File: src/rtl/ext_pkg.sv
// Shared extension-mode encodings for the immediate extender and its users.
package ext_pkg;

  typedef enum logic [2:0] {
    EOP_SIGN   = 3'b000,
    EOP_ZERO   = 3'b001,
    EOP_HIGH   = 3'b010,
    EOP_SSHIFT = 3'b011,
    EOP_SB     = 3'b100,
    EOP_ZB     = 3'b101,
    EOP_SH     = 3'b110,
    EOP_ILL    = 3'b111
  } eop_e;

endpackage

File: src/rtl/imm_ext_core.sv
// Combinational immediate extender: maps a raw immediate and mode to an OUT_W result.
module imm_ext_core
  import ext_pkg::*;
#(
  parameter int IN_W  = 16,
  parameter int OUT_W = 32,
  parameter int SHAMT = 2
) (
  input  logic [IN_W-1:0]  i_imm,
  input  logic [2:0]       i_eop,
  output logic [OUT_W-1:0] o_data,
  output logic             o_err
);

  localparam int HALF_W = IN_W / 2;

  logic signed [IN_W-1:0]   w_imm_s;
  logic signed [7:0]        w_byte_s;
  logic signed [HALF_W-1:0] w_half_s;
  logic signed [OUT_W-1:0]  w_sx;

  assign w_imm_s  = i_imm;
  assign w_byte_s = i_imm[7:0];
  assign w_half_s = i_imm[HALF_W-1:0];
  assign w_sx     = OUT_W'(w_imm_s);

  always_comb begin
    o_data = '0;
    o_err  = 1'b0;
    case (eop_e'(i_eop))
      EOP_SIGN:   o_data = w_sx;
      EOP_ZERO:   o_data = OUT_W'(i_imm);
      EOP_HIGH:   o_data = OUT_W'(i_imm) << (OUT_W - IN_W);
      EOP_SSHIFT: o_data = w_sx << SHAMT;
      EOP_SB:     o_data = OUT_W'(w_byte_s);
      EOP_ZB:     o_data = OUT_W'(i_imm[7:0]);
      EOP_SH:     o_data = OUT_W'(w_half_s);
      EOP_ILL:    o_err  = 1'b1;
    endcase
  end

endmodule

File: src/rtl/imm_ext_pipe.sv
// Immediate extender with a 2-entry output buffer and a saturating illegal-op counter.
module imm_ext_pipe
  import ext_pkg::*;
#(
  parameter int IN_W  = 16,
  parameter int OUT_W = 32,
  parameter int SHAMT = 2,
  parameter int CNT_W = 8
) (
  input  logic             clk,
  input  logic             rst_n,
  input  logic             in_valid,
  output logic             in_ready,
  input  logic [IN_W-1:0]  imm,
  input  logic [2:0]       eop,
  output logic             out_valid,
  input  logic             out_ready,
  output logic [OUT_W-1:0] out_data,
  output logic             out_err,
  output logic [CNT_W-1:0] err_cnt
);

  function automatic logic [CNT_W-1:0] sat_inc(input logic [CNT_W-1:0] v);
    return (&v) ? v : v + 1'b1;
  endfunction

  logic [1:0]       r_occ;
  logic [OUT_W-1:0] r_data_p0, r_data_p1;
  logic             r_err_p0, r_err_p1;
  logic [CNT_W-1:0] r_err_cnt;

  logic [OUT_W-1:0] w_ext_data;
  logic             w_ext_err;
  logic             w_push, w_pop;

  imm_ext_core #(
    .IN_W  (IN_W),
    .OUT_W (OUT_W),
    .SHAMT (SHAMT)
  ) u_core (
    .i_imm  (imm),
    .i_eop  (eop),
    .o_data (w_ext_data),
    .o_err  (w_ext_err)
  );

  assign in_ready  = (r_occ != 2'd2);
  assign out_valid = (r_occ != 2'd0);
  assign w_push    = in_valid && in_ready;
  assign w_pop     = out_valid && out_ready;

  assign out_data  = r_data_p0;
  assign out_err   = r_err_p0;
  assign err_cnt   = r_err_cnt;

  // p0 is the head presented downstream; p1 holds the second entry when full
  always_ff @(posedge clk or negedge rst_n) begin
    if (!rst_n) begin
      r_occ     <= 2'd0;
      r_data_p0 <= '0;
      r_data_p1 <= '0;
      r_err_p0  <= 1'b0;
      r_err_p1  <= 1'b0;
      r_err_cnt <= '0;
    end else begin
      if (w_push && w_ext_err)
        r_err_cnt <= sat_inc(r_err_cnt);
      case (r_occ)
        2'd0: begin
          if (w_push) begin
            r_data_p0 <= w_ext_data;
            r_err_p0  <= w_ext_err;
            r_occ     <= 2'd1;
          end
        end
        2'd1: begin
          if (w_push && w_pop) begin
            r_data_p0 <= w_ext_data;
            r_err_p0  <= w_ext_err;
          end else if (w_push) begin
            r_data_p1 <= w_ext_data;
            r_err_p1  <= w_ext_err;
            r_occ     <= 2'd2;
          end else if (w_pop) begin
            r_occ     <= 2'd0;
          end
        end
        default: begin
          if (w_pop) begin
            r_data_p0 <= r_data_p1;
            r_err_p0  <= r_err_p1;
            r_occ     <= 2'd1;
          end
        end
      endcase
    end
  end

endmodule

File: config.mk
export PLATFORM = sky130hd
export DESIGN_NAME = imm_ext_pipe
export DESIGN_NICKNAME = d
export VERILOG_FILES = /design/src/rtl/ext_pkg.sv /design/src/rtl/imm_ext_core.sv /design/src/rtl/imm_ext_pipe.sv
export SDC_FILE = /design/constraint.sdc
export NUM_CORES = 1
export LEC_CHECK = 0
export CAP_MARGIN = 25
export CELL_PAD_IN_SITES_DETAIL_PLACEMENT = 1
export CELL_PAD_IN_SITES_GLOBAL_PLACEMENT = 2
export CORE_MARGIN = 1.5
export CORE_UTILIZATION = 34
export DETAILED_ROUTE_END_ITERATION = 7
export PLACE_DENSITY_LB_ADDON = 0.25
export SLEW_MARGIN = 20
export SYNTH_ARGS = -nofsm -noshare
export SYNTH_HDL_FRONTEND = slang
export SYNTH_HIERARCHICAL = 1
export SYNTH_SLANG_ARGS = --single-unit
File: constraint.sdc
create_clock -name clk -period 2.3 [get_ports clk]
set_clock_uncertainty 0.15 [all_clocks]
set_input_delay 0.69 -clock clk [delete_from_list [all_inputs] [get_ports clk]]
set_output_delay 0.69 -clock clk [all_outputs]
set_load 0.02 [all_outputs]
==> results.json, run 1 <==
{
  "place_hpwl_um": 6630,
  "drive_gt1_share_pct": 20.9,
  "first_iter_violations": 62,
  "crit_fanout": 5,
  "nets": 460,
  "viasPerCell": 4.91,
  "cts_sinks": 76,
  "final_util_pct": 46.2,
  "port_buffers": 65,
  "area_growth_pct": 33.5,
  "core_um2": 10800,
  "wl_per_cell_um": 15.5,
  "fin_crit_sh_pct": 97.1,
  "drt_wl_total_um": 9020,
  "grt_usage_pct": 16.9,
  "p_total_mw": 4.58,
  "grt_pass1_vias": 2980,
  "peakVddDrop_uv": 333,
  "cp_top_family": "buffers and inverters",
  "startpoint_type": "register",
  "ios": 66,
  "cts_setup_buffers": 0,
  "crit_type": "reg2out",
  "place.gp.congestion": 0.827,
  "dieWidth_um": 108,
  "clk_pin_slew_ns": 0.08,
  "cts_tree": "built",
  "drc": 0,
  "cp_num_cells": 1,
  "setup_tns_ns": 0,
  "synth_seq_cells": 76,
  "reg2regPathDepth": 3,
  "grt_setup_unrepaired": "false",
  "syn-instance-count": 347,
  "grt-ovfl-total": 0,
  "cts_max_path_buffers": 2,
  "arrival_ns": 1.39,
  "htreeDepth": 3,
  "crit_path_cell_trace": "clkdlybuf4s50_1",
  "powerDensity_nw_per_um2": 919,
  "maxCapViolCount": 0,
  "yosys_warnings": 6,
  "hold_violations": 0,
  "required_ns": 1.46,
  "cts-buffers-inserted": 9,
  "syn_nets": 371,
  "grt_first_pass_wirelength_um": 14900,
  "timing.final.crit_period_ns": 2.23,
  "cts-root-buf": "clkbuf_8",
  "antenna_cells": 0,
  "synth.distinct_cells": 38,
  "seqCellArea_um2": 1900,
  "grt_max_degree": 49,
  "die_h_um": 108,
  "final_antenna_net_count": 0,
  "crit_buf_inv": 1,
  "netlist.area_leader.share_pct": 50.9,
  "max_freq_mhz": 448,
  "clkLatencyLatePin_ns": 0.35,
  "rows": 38,
  "dr.pass1.iters": 4,
  "routed-via-count": 2850,
  "status": "finished, final reports clean",
  "crit_slowest_cell": "clkdlybuf4s50_1",
  "multiInputGateArea_um2": 1690,
  "syn-cell-area_um2": 3740,
  "ff2ff_setup_slack_ns": 0.55,
  "antenna_found_initial": 0,
  "cpPeakStageDelay_ns": 0.63,
  "leakage_nw": 2.27,
  "hold_depth": 2,
  "hp-class": "reg2reg",
  "start_util_pct": 34.6,
  "fill_cells": 1185,
  "synth.avg_cell_area_um2": 10.8,
  "slew_headroom_pct": 61.8,
  "slew_violations": 0,
  "end_kind": "output pin",
  "synthTopCellsByArea": "dfrtp_1 (51%), mux2_2 (11%), mux2i_1 (8.8%)",
  "setup_viol": 0,
  "fp.dieArea_um2": 11600,
  "tightest_slew_ns": 0.574,
  "ys_seq_area_share_pct": 50.9,
  "synth_top_area_cell": "dfrtp_1"
}
## registers in the layout, indices dropped and copies added, names as in the netlist
signal and count:
out_data 32, r_data_p1 32, err_cnt 8, r_occ 2
out_err 1, r_err_p1 1
## cell type report
| class | count | share of cell area, % |
|---|---|---|
| Inverter | 4 | 0.301 |
| Timing Repair Buffer | 100 | 19.5 |
| Multi-Input combinational cell | 245 | 33.9 |
| Clock inverter | 3 | 1.38 |
| Clock buffer | 12 | 3.31 |
| Sequential cell | 76 | 38.1 |
| Tap cell | 140 | 3.51 |
## routing by layer
layer	vias to the layer above	share of wire, %	GRT usage, %
li1	1379	-	-
met1	1413	47	22.1
met3	14	2.9	2.66
met4	0	2.1	7.99
met5	-	0	0
met2	44	48	27.3
## worst reg2reg max path: cells and delay by family, from the launching register on
family / cells / cell delay (ns)
buffers and inverters: 1 / 0.52
multiplexers: 1 / 0.35
AO/OA/AOI/OAI: 1 / 0.12
flip-flops: 1 / 0.49
## through the flow
step	hold WS [ns]	setup slack (ns)	cells	instance area, um2
floorplan	0.244	0.105	347	3740
CTS	0.341	0.0185	580	4970
global route	0.352	0.000440	580	4990
global placement	0.311	-0.315	564	4730
finish	0.332	0.0667	580	4990
detailed placement	0.323	-0.391	564	4730
## cell usage in the layout (no fill, tap or decap), drive strengths merged, types with 5 or more instances in the layout
master          n
clkdlybuf4s50  55
clkbuf         12
nand2          67
mux2           39
o21ai          44
a21oi          10
mux2i          33
dfrtp          76
dlygate4sd2     5
a22o            6
buf            35
nor2b           9
## worst paths after layout
| kind | start | end |
|---|---|---|
| max in group asynchronous | rst_n | r_data_p1[17] |
| setup / recovery | err_cnt[4] | err_cnt[4] |
| hold reg to reg | out_data[30] | out_data[30] |
| hold / removal | out_data[30] | out_data[30] |
| min in group asynchronous | rst_n | out_data[9] |
| setup reg to reg | r_occ[1] | out_data[18] |
## logic make-up (layout without fill, tap and decap cells)
logic type	count (synthesis)	in the layout	share of synthesized area, %
flops	76	76	50.9
simple gates	101	101	12.7
fa+ha+maj	1	1	0.335
xor+xnor	4	4	0.938
mux	72	72	20.6
buf+inv	26	119	4.32
compound gates	67	67	10.3
## power by group
| part | leakage [nW] | switching, mW | internal, mW |
|---|---|---|---|
| clock network | 0.119 | 0.492 | 0.697 |
| registers | 0.978 | 0.235 | 1.72 |
| logic | 1.17 | 0.698 | 0.737 |
## cell usage after synthesis (all sizes together)
master  number
a211oi       1
a21oi       10
a22o         6
a31oi        1
a41oi        1
and2         3
and2b        1
and3         3
and3b        2
buf         19
clkbuf       3
dfrtp       76
ha           1
inv          4
mux2        39
mux2i       33
nand2       67
nand2b       1
nand3        3
nand4        4
nor2         4
nor2b        9
nor3         1
nor3b        1
nor4b        1
o2111a       1
o211ai       1
o21ai       44
o22a         1
o22ai        1
or3          1
xnor2        3
xor2         1
## repair_timing
| action | 4_1_cts | 5_1_grt |
|---|---|---|
| resized for setup | 6 | 10 |
| endpoints found under the setup margin | 6 | 11 |
| endpoints found under the hold margin | 6 | 0 |
| hold buffers | 1 | 0 |
| pin swaps | 0 | 0 |
No activity file was read; power rests on OpenSTA's default activity.
==> inputs of run 2 (changes only) <==
--- a/config.mk
+++ b/config.mk
@@ -12,7 +12,6 @@
 export CORE_UTILIZATION = 34
 export DETAILED_ROUTE_END_ITERATION = 7
 export PLACE_DENSITY_LB_ADDON = 0.25
-export SLEW_MARGIN = 20
 export SYNTH_ARGS = -nofsm -noshare
 export SYNTH_HDL_FRONTEND = slang
 export SYNTH_HIERARCHICAL = 1
==> results of run 2 <==
No change in the layout: final DEF, timing and power equal those of run 1.
==> inputs of run 3 (changes only) <==
--- a/config.mk
+++ b/config.mk
@@ -11,6 +11,8 @@
 export CORE_MARGIN = 1.5
 export CORE_UTILIZATION = 34
 export DETAILED_ROUTE_END_ITERATION = 7
+export GPL_TIMING_DRIVEN = 0
+export MAX_ROUTING_LAYER = met4
 export PLACE_DENSITY_LB_ADDON = 0.25
 export SYNTH_ARGS = -nofsm -noshare
 export SYNTH_HDL_FRONTEND = slang
==> run 3 against run 2 <==
Critical path depth unchanged. Critical path type unchanged. Sequential cell count unchanged. Register-to-register slack hardly changed. Sequential power barely moved. Sequential share of layout area up 0.63 points. Cell count fell by 1.2%. Routed wire length increased by 6.6%. Setup slack got worse by 0.0098 ns. Largest power group unchanged. Total power is 1.0% higher. Maximum frequency shrank 0.44%. Worst hold slack worse by 0.27 ns. Global-route usage rose by 2.1 points.
==> results.json, run 3 (synthesis gave the netlist of run 1 again) <==
{
  "status": "finished, final reports clean",
  "place_hpwl_um": 7040,
  "fill_cells": 1191,
  "slew_headroom_pct": 62.2,
  "htreeDepth": 3,
  "crit_buf_inv": 1,
  "clk_pin_slew_ns": 0.10,
  "place.gp.congestion": 0.833,
  "hp-class": "in2async",
  "final_cells": 573,
  "drt_wl_total_um": 9610,
  "dp_slack_ns": -0.590,
  "cts_tree": "built",
  "nets": 452,
  "dp.cells": 552,
  "grt_setup_unrepaired": "false",
  "first_iter_violations": 97,
  "dr.pass1.iters": 6,
  "rows": 38,
  "crit_slowest_cell": "clkdlybuf4s50_1",
  "slew_violations": 0,
  "fp.dieArea_um2": 11600,
  "viasPerCell": 4.93,
  "area_growth_pct": 31.2,
  "final_antenna_net_count": 0,
  "timing.final.crit_period_ns": 2.24,
  "core_um2": 10800,
  "cp_top_family": "buffers and inverters",
  "crit_fanout": 5,
  "ios": 66,
  "startpoint_type": "register",
  "hold_violations": 0,
  "ff2ff_setup_slack_ns": 0.56,
  "cts_sinks": 76,
  "grt_usage_pct": 18.9,
  "grt_pass1_vias": 3013,
  "holdBufCountCts": 0,
  "grt_first_pass_wirelength_um": 16200,
  "setup_slack_ns": 0.0569,
  "leakage_nw": 2.25,
  "end_kind": "output pin",
  "maxCapViolCount": 0,
  "required_ns": 1.46,
  "grt-ovfl-total": 0,
  "fin_crit_sh_pct": 97.5,
  "cts-root-buf": "clkbuf_8",
  "antenna_found_initial": 0,
  "antenna_cells": 0,
  "tightest_slew_ns": 0.563,
  "cts_max_path_buffers": 2,
  "final_common_cell": "dfrtp_1",
  "max_freq_mhz": 446,
  "wl_per_cell_um": 16.8,
  "grt_max_degree": 58,
  "cts-buffers-inserted": 9,
  "die_h_um": 108,
  "clkLatencyLatePin_ns": 0.36,
  "final_util_pct": 45.4,
  "final_cell_mix": "dfrtp_1 (76), nand2_1 (66), clkdlybuf4s50_1 (50)",
  "setup_viol": 0,
  "port_buffers": 64,
  "setup_tns_ns": 0,
  "peakVddDrop_uv": 334,
  "routed-via-count": 2825,
  "dieWidth_um": 108,
  "cpPeakStageDelay_ns": 0.62,
  "powerDensity_nw_per_um2": 944,
  "drc": 0,
  "arrival_ns": 1.40,
  "start_util_pct": 34.6,
  "drive_gt1_share_pct": 19.2,
  "crit_type": "reg2out",
  "crit_path_cell_trace": "clkdlybuf4s50_1"
}
==> run 3: cell count changes in the layout (fill, tap and decap cells not counted), moves of 3 or more <==
| cell | delta |
|---|---|
| buf_4 | -22 |
| buf_2 | +10 |
| buf_6 | +6 |
| clkdlybuf4s50_1 | -5 |
| o21ai_0 | +5 |
| o21ai_1 | -5 |
| buf_12 | -3 |
| clkbuf_1 | +3 |
| clkbuf_8 | -3 |
| dlymetal6s2s_1 | +3 |
==> run 3: power breakdown <==
part / internal (mW) / total (mW) / switching [mW]
sequential: 1.72 / 1.95 / 0.224
clock: 0.724 / 1.25 / 0.530
combinational: 0.718 / 1.43 / 0.712
==> run 3: layer usage <==
| metal | global-route usage [%] | vias up | share of wire, % |
|---|---|---|---|
| met3 | 2.78 | 10 | 2.4 |
| met5 | - | - | 0 |
| met2 | 29.8 | 38 | 48 |
| li1 | - | 1364 | - |
| met1 | 25.3 | 1413 | 48 |
| met4 | 5.92 | 0 | 1.3 |
==> run 3: what timing repair did <==
| action | in CTS | in global routing |
|---|---|---|
| pin swaps | 2 | 0 |
| hold endpoints to repair | 0 | 0 |
| setup endpoints to repair | 56 | 41 |
| resized for setup | 12 | 7 |
| buffers inserted | 6 | 0 |
==> run 3: worst reg2reg max path, stage by stage (launching register included) <==
cell,delay (ns)
dfrtp_1,0.44
ha_1,0.26
nand4_1,0.15
o2111a_2,0.30
mux2_2,0.35
==> run 3: final timing paths <==
check                                     end         from  depth (start not counted)
worst max-delay path               err_cnt[4]   err_cnt[4]                          1
worst min-delay path              out_data[8]        rst_n                          1
worst max register to register     err_cnt[1]   err_cnt[0]                          4
worst min register to register    out_data[3]  out_data[3]                          2
max in group asynchronous       r_data_p1[20]        rst_n                          2
min in group clk                  out_data[3]  out_data[3]                          2
==> run 3: area by class of cell <==
| class | instances | area (um2) | area share [%] |
|---|---|---|---|
| inverters | 4 | 15.0 | 0.306 |
| well taps | 140 | 175 | 3.57 |
| clock inverters | 6 | 111 | 2.27 |
| multi-input cells | 245 | 1690 | 34.4 |
| plain buffers | 21 | 151 | 3.09 |
| clock buffers | 10 | 128 | 2.60 |
| flip-flops and latches | 76 | 1900 | 38.8 |
| repair buffers | 71 | 733 | 14.9 |
==> run 3: metrics by stage <==
stage / instance area, um2 / hold WS (ns) / power [mW]
final: 4900 / 0.0659 / 4.63
after global routing: 4900 / 0.0743 / 4.91
after CTS: 4890 / 0.0599 / 4.71
after detailed placement: 4580 / 0.320 / 3.43
after global placement: 4550 / 0.312 / 3.37
after floorplan: 3740 / 0.244 / 2.76
